$ cat config.mk
export PLATFORM = sky130hd
export DESIGN_NAME = fetch_sequencer
export DESIGN_NICKNAME = d
export VERILOG_FILES = /design/src/rtl/fetch_sequencer.sv
export SDC_FILE = /design/constraint.sdc
export NUM_CORES = 1
export LEC_CHECK = 0
export ABC_AREA = 1
export BUFFER_PORTS_ARGS = -buffer_cell sky130_fd_sc_hd__buf_2
export CAP_MARGIN = 20
export CORE_MARGIN = 10
export CORE_UTILIZATION = 36
export CTS_BUF_LIST = sky130_fd_sc_hd__clkbuf_4 sky130_fd_sc_hd__clkbuf_8
export DETAILED_ROUTE_END_ITERATION = 10
export PLACE_DENSITY_LB_ADDON = 0.25
export RECOVER_POWER = 25
export SLEW_MARGIN = 20
export SYNTH_ARGS = -nofsm -noshare
export SYNTH_HDL_FRONTEND = slang
export SYNTH_SLANG_ARGS = --single-unit
$ cat constraint.sdc
create_clock -name clk -period 2.7 [get_ports clk]
set_input_delay 0.54 -clock clk [delete_from_list [all_inputs] [get_ports clk]]
set_output_delay 0.54 -clock clk [all_outputs]
set_load 0.1 [all_outputs]
$ cat src/rtl/fetch_sequencer.sv
// Instruction-fetch controller: owns the PC, issues reads to a 1-cycle-latency
// memory and queues returning words in a small buffer for decode.
module fetch_sequencer #(
  parameter logic [31:0] RESET_PC = 32'd4,
  parameter int          DEPTH    = 2
) (
  input  logic        clk,
  input  logic        rst_n,
  input  logic        fetch_en,
  output logic [31:0] imem_addr,
  input  logic [31:0] imem_word,
  input  logic        redirect_valid,
  input  logic [31:0] redirect_pc,
  output logic        if_valid,
  input  logic        if_ready,
  output logic [31:0] if_instr,
  output logic [31:0] if_pc,
  output logic        misalign_err
);

  logic [31:0] pc_q;
  logic        inflight_q;
  logic [31:0] inflight_pc_q;
  logic [1:0]  count_q;
  logic        head_q;
  logic [31:0] ibuf_instr [DEPTH];
  logic [31:0] ibuf_pc    [DEPTH];

  logic        pop;
  logic        issue;
  logic        tail;
  logic [2:0]  occ_after_pop;
  logic [1:0]  count_next;

  assign pop           = if_valid & if_ready;
  assign occ_after_pop = {1'b0, count_q} + {2'b00, inflight_q} - {2'b00, pop};
  // Issue only when the word it returns is guaranteed a free buffer slot.
  assign issue         = fetch_en & ~redirect_valid & (occ_after_pop < 3'(DEPTH));
  assign count_next    = occ_after_pop[1:0];
  assign tail          = head_q ^ count_q[0];

  assign imem_addr = pc_q;
  assign if_valid  = (count_q != 2'd0);
  assign if_instr  = ibuf_instr[head_q];
  assign if_pc     = ibuf_pc[head_q];

  always_ff @(posedge clk or negedge rst_n) begin
    if (!rst_n) begin
      pc_q          <= RESET_PC;
      inflight_q    <= 1'b0;
      inflight_pc_q <= '0;
      count_q       <= 2'd0;
      head_q        <= 1'b0;
      misalign_err  <= 1'b0;
      for (int i = 0; i < DEPTH; i++) begin
        ibuf_instr[i] <= '0;
        ibuf_pc[i]    <= '0;
      end
    end else begin
      misalign_err <= redirect_valid & (|redirect_pc[1:0]);
      head_q       <= head_q ^ pop;
      if (redirect_valid) begin
        // Flush: the returning word belongs to the abandoned path.
        count_q    <= 2'd0;
        inflight_q <= 1'b0;
        pc_q       <= {redirect_pc[31:2], 2'b00};
      end else begin
        count_q <= count_next;
        if (inflight_q) begin
          ibuf_instr[tail] <= imem_word;
          ibuf_pc[tail]    <= inflight_pc_q;
        end
        if (issue) begin
          inflight_q    <= 1'b1;
          inflight_pc_q <= pc_q;
          pc_q          <= pc_q + 32'd4;
        end else begin
          inflight_q <= 1'b0;
        end
      end
    end
  end

  assert property (@(posedge clk) disable iff (!rst_n)
                   !(inflight_q && count_q == 2'd2 && !pop));

endmodule

==> flow_summary_export.csv <==
group,metric,value,unit
yosys,synthAdderAreaFrac,0.00635,
floorplan,io_pins,167,
hold_path,hold_start,"redirect_pc[0]",
yosys,syn_area,0.00906,sq mm
yosys,ys_seq_area_frac,0.522,
placed_design,dp.cells,1659,
route,vias_per_cell,4.63,
setup_path,r2r-start,"count_q[1]",
setup_path,max_stage_delay,0.55,ns
placed_design,place_ws,-0.0455,ns
yosys,ys_ff_latch,189,
placed_design,gp_congestion,0.850,
outcome,violations,"slew limit",
floorplan,rows,58,
layout,nets,1429,
route,drtPass1Iterations,5,
yosys,syn_area_per_cell,7.59,sq um
route,post_drt_wl_per_cell,14.3,microns
clocking,cts-root-buf,"clkbuf_8",
hold_path,hold_path_depth,3,
timing,setup_violations,0,
global_routing,grt_overflow,0,
layout,finish.utilization,0.482,
setup_path,reg2reg_depth,18,
yosys,syn_inst,1194,
timing,tightest_slew,1.50,ns
yosys,synth_xor_area_frac,0.00276,
global_routing,grt_usage,0.152,
clocking,cts_tree,"done",
clocking,cts_buffers,17,
timing,slew_viol_final,41,
yosys,ys_types,26,
layout,fill_cells,2441,
hold_path,hold_end,"misalign_err",
layout,stdcell_count,1699,
route,postRouteAntennaNets,0,
clocking,clk-insertion-delay-late,0.45,ns
placed_design,port_buffers,162,
placed_design,hpwl,17300,microns
yosys,synth-compound-area-share,0.0977,
job,drv_cap,0,
clocking,clk_path_buf_depth,2,
route,drc,0,
layout,drive_above_1_share,0.210,
timing,relSlewSlack,-0.00201,
floorplan,core-area,0.0250,sq mm
timing,fin_tns_setup,0,ns
floorplan,die_h,179,microns
clocking,htreeDepth,4,
timing,grt_setup_unrepaired,"yes",
timing,period_needed,2.63,ns
route,drtIter0Drc,681,
route,routed_wl,24400,microns
layout,num_antenna_cells,0,
setup_path,ff2ff_setup_slack,0.07,ns
route,routed-via-count,7868,
global_routing,grt_pass1_vias,7585,
setup_path,crit_fanout,7,
setup_path,crit_cells,18,
setup_path,cp.arrival,2.97,ns
clocking,clkTransAtPathRegs,0.10,ns
outcome,status,"finished, violations left",
yosys,synth_top_family_by_area,"simple AND/OR/NAND/NOR gates",
hold_path,hp-class,"in -> reg",
floorplan,die_w,179,microns
floorplan,dieArea,0.0319,sq mm
global_routing,grt_max_degree,97,
timing,final.setup_skew,0.0169,ns
yosys,synth_warnings,0,
layout,area_delta_synth_final,32.7,%
global_routing,grt_first_pass_wirelength,39200,microns
setup_path,cp_slowest_cell,"fa_1",
setup_path,worstPathRequired,3.04,ns
timing,finalHoldViolCount,0,
timing,layout_setup_ws,0.0697,ns
setup_path,crit_family,"adder cells",
timing,max_freq,380,MHz
setup_path,critPathKind,"reg -> reg",
floorplan,initial_core_util,0.363,
timing,timing.final.crit_share,0.974,
global_routing,antenna_found_initial,0,
clocking,clock_sinks,189,
setup_path,path_buf_inv,7,
setup_path,path_common_cell,"inv_2",
yosys,synth_mux_area_frac,0,
setup_path,path_cells,"inv_2, nand2_8, nand2_4, inv_4, ha_4, inv_2, ha_4, inv_2, fa_1, nand2_1, nor2_2, nand2_4, buf_12, clkbuf_16, nand3_2, nand2_1, inv_1, nand3_1",
setup_path,timing.rr.end,"imem_addr[23]",
setup_path,end_kind,"flop",
setup_path,start_kind,"flop",
yosys,synthSimpleGateAreaFrac,0.271,
## final cells by class
class / instances / area (sq um) / area share
sequential: 189 / 4730 / 0.393
multi-input combinational: 809 / 3670 / 0.305
timing repair buffer: 199 / 2250 / 0.187
inverter: 140 / 528 / 0.0439
tap: 330 / 413 / 0.0343
clock buffer: 21 / 277 / 0.0230
clock inverter: 11 / 156 / 0.0130
## flip-flops by register name, summed over array words and instances (netlist names)
register / cells
inflight_q: 1
ibuf_instr: 64
ibuf_pc: 60
misalign_err: 1
head_q: 1
count_q: 2
imem_addr: 30
inflight_pc_q: 30
## worst max-delay path by stage
| stage | from | endpoint | slack (ns) |
|---|---|---|---|
| after floorplan | count_q[0] | imem_addr[24] | 0.0007 |
| after global placement | if_ready | imem_addr[26] | -0.0001 |
| after detailed placement | if_ready | imem_addr[26] | -0.05 |
| after CTS | count_q[1] | imem_addr[26] | 0.04 |
| after global routing | count_q[1] | imem_addr[23] | -0.06 |
| final | count_q[1] | imem_addr[23] | 0.07 |
## placed cells by master (no fill, tap or decap), types with 2 or more instances in the layout
cell	count
clkbuf_16	5
nor2_4	6
buf_2	99
o21ai_0	128
dfrtp_1	187
buf_4	16
buf_6	3
o21ai_1	27
nand3_2	18
nand3_1	47
clkinv_4	3
nand2_4	2
o211ai_1	6
bufinv_16	3
nor2_2	12
inv_6	2
conb_1	4
clkbuf_4	3
nand2_1	480
a21oi_1	13
buf_12	73
nor2_1	55
ha_4	2
clkbuf_8	19
clkbuf_2	2
clkinvlp_4	3
inv_1	130
inv_2	8
## worst reg2reg max path, cell delays in order, from the launching register on
cell,delay [ns]
dfrtp_1,0.40
inv_2,0.11
nand2_8,0.06
nand2_4,0.07
inv_4,0.03
ha_4,0.22
inv_2,0.06
ha_4,0.12
inv_2,0.04
fa_1,0.55
nand2_1,0.07
nor2_2,0.14
nand2_4,0.10
buf_12,0.16
clkbuf_16,0.17
nand3_2,0.05
nand2_1,0.06
inv_1,0.05
nand3_1,0.06
## kinds of logic after synthesis
| family | count (synthesis) |
|---|---|
| adder cells (fa/ha/maj) | 4 |
| XOR/XNOR | 2 |
| AO/OA/AOI/OAI | 174 |
| flip-flops | 189 |
| buffers and inverters | 199 |
| other | 1 |
| AND/OR/NAND/NOR | 625 |
## through the flow
step | cell area, sq um | hold slack [ns]
floorplan | 9090 | 0.244
global placement | 11300 | 0.465
detailed placement | 11300 | 0.473
CTS | 11700 | 0.0377
global route | 12000 | 0.261
finish | 12000 | 0.289
## repair_timing
action / CTS / global route
pin swaps: 0 / 22
gates cloned: 0 / 6
hold buffers: 0 / 0
resized for setup: 2 / 58
setup endpoints to repair: 5 / 26
buffers inserted: 0 / 2
## metal layers
metal / global-route usage / up-vias / wire [microns]
met2: 0.230 / 224 / 10900
met3: 0.0383 / 22 / 1670
met5: 0 / - / 0
li1: - / 4005 / -
met1: 0.210 / 3617 / 11500
met4: 0.0431 / 0 / 388
## cell usage after synthesis (all sizes together)
library cell  number  share of area
nand2            484           0.20
dfrtp            188           0.52
o21ai            155          0.086
inv              139          0.058
nor2              73          0.031
nand3             66          0.037
buf               30          0.029
clkbuf            29          0.012
a21oi             13         0.0072
o211ai             6         0.0050
ha                 3         0.0041
xor2               2         0.0028
clkinv             1        0.00041
conb               1        0.00041
dfstp              1         0.0029
fa                 1         0.0022
nand3b             1         0.0022
or2                1        0.00069
Power is not shown: default switching activity piles up to over one toggle a cycle in this logic, so the estimate is an artifact.
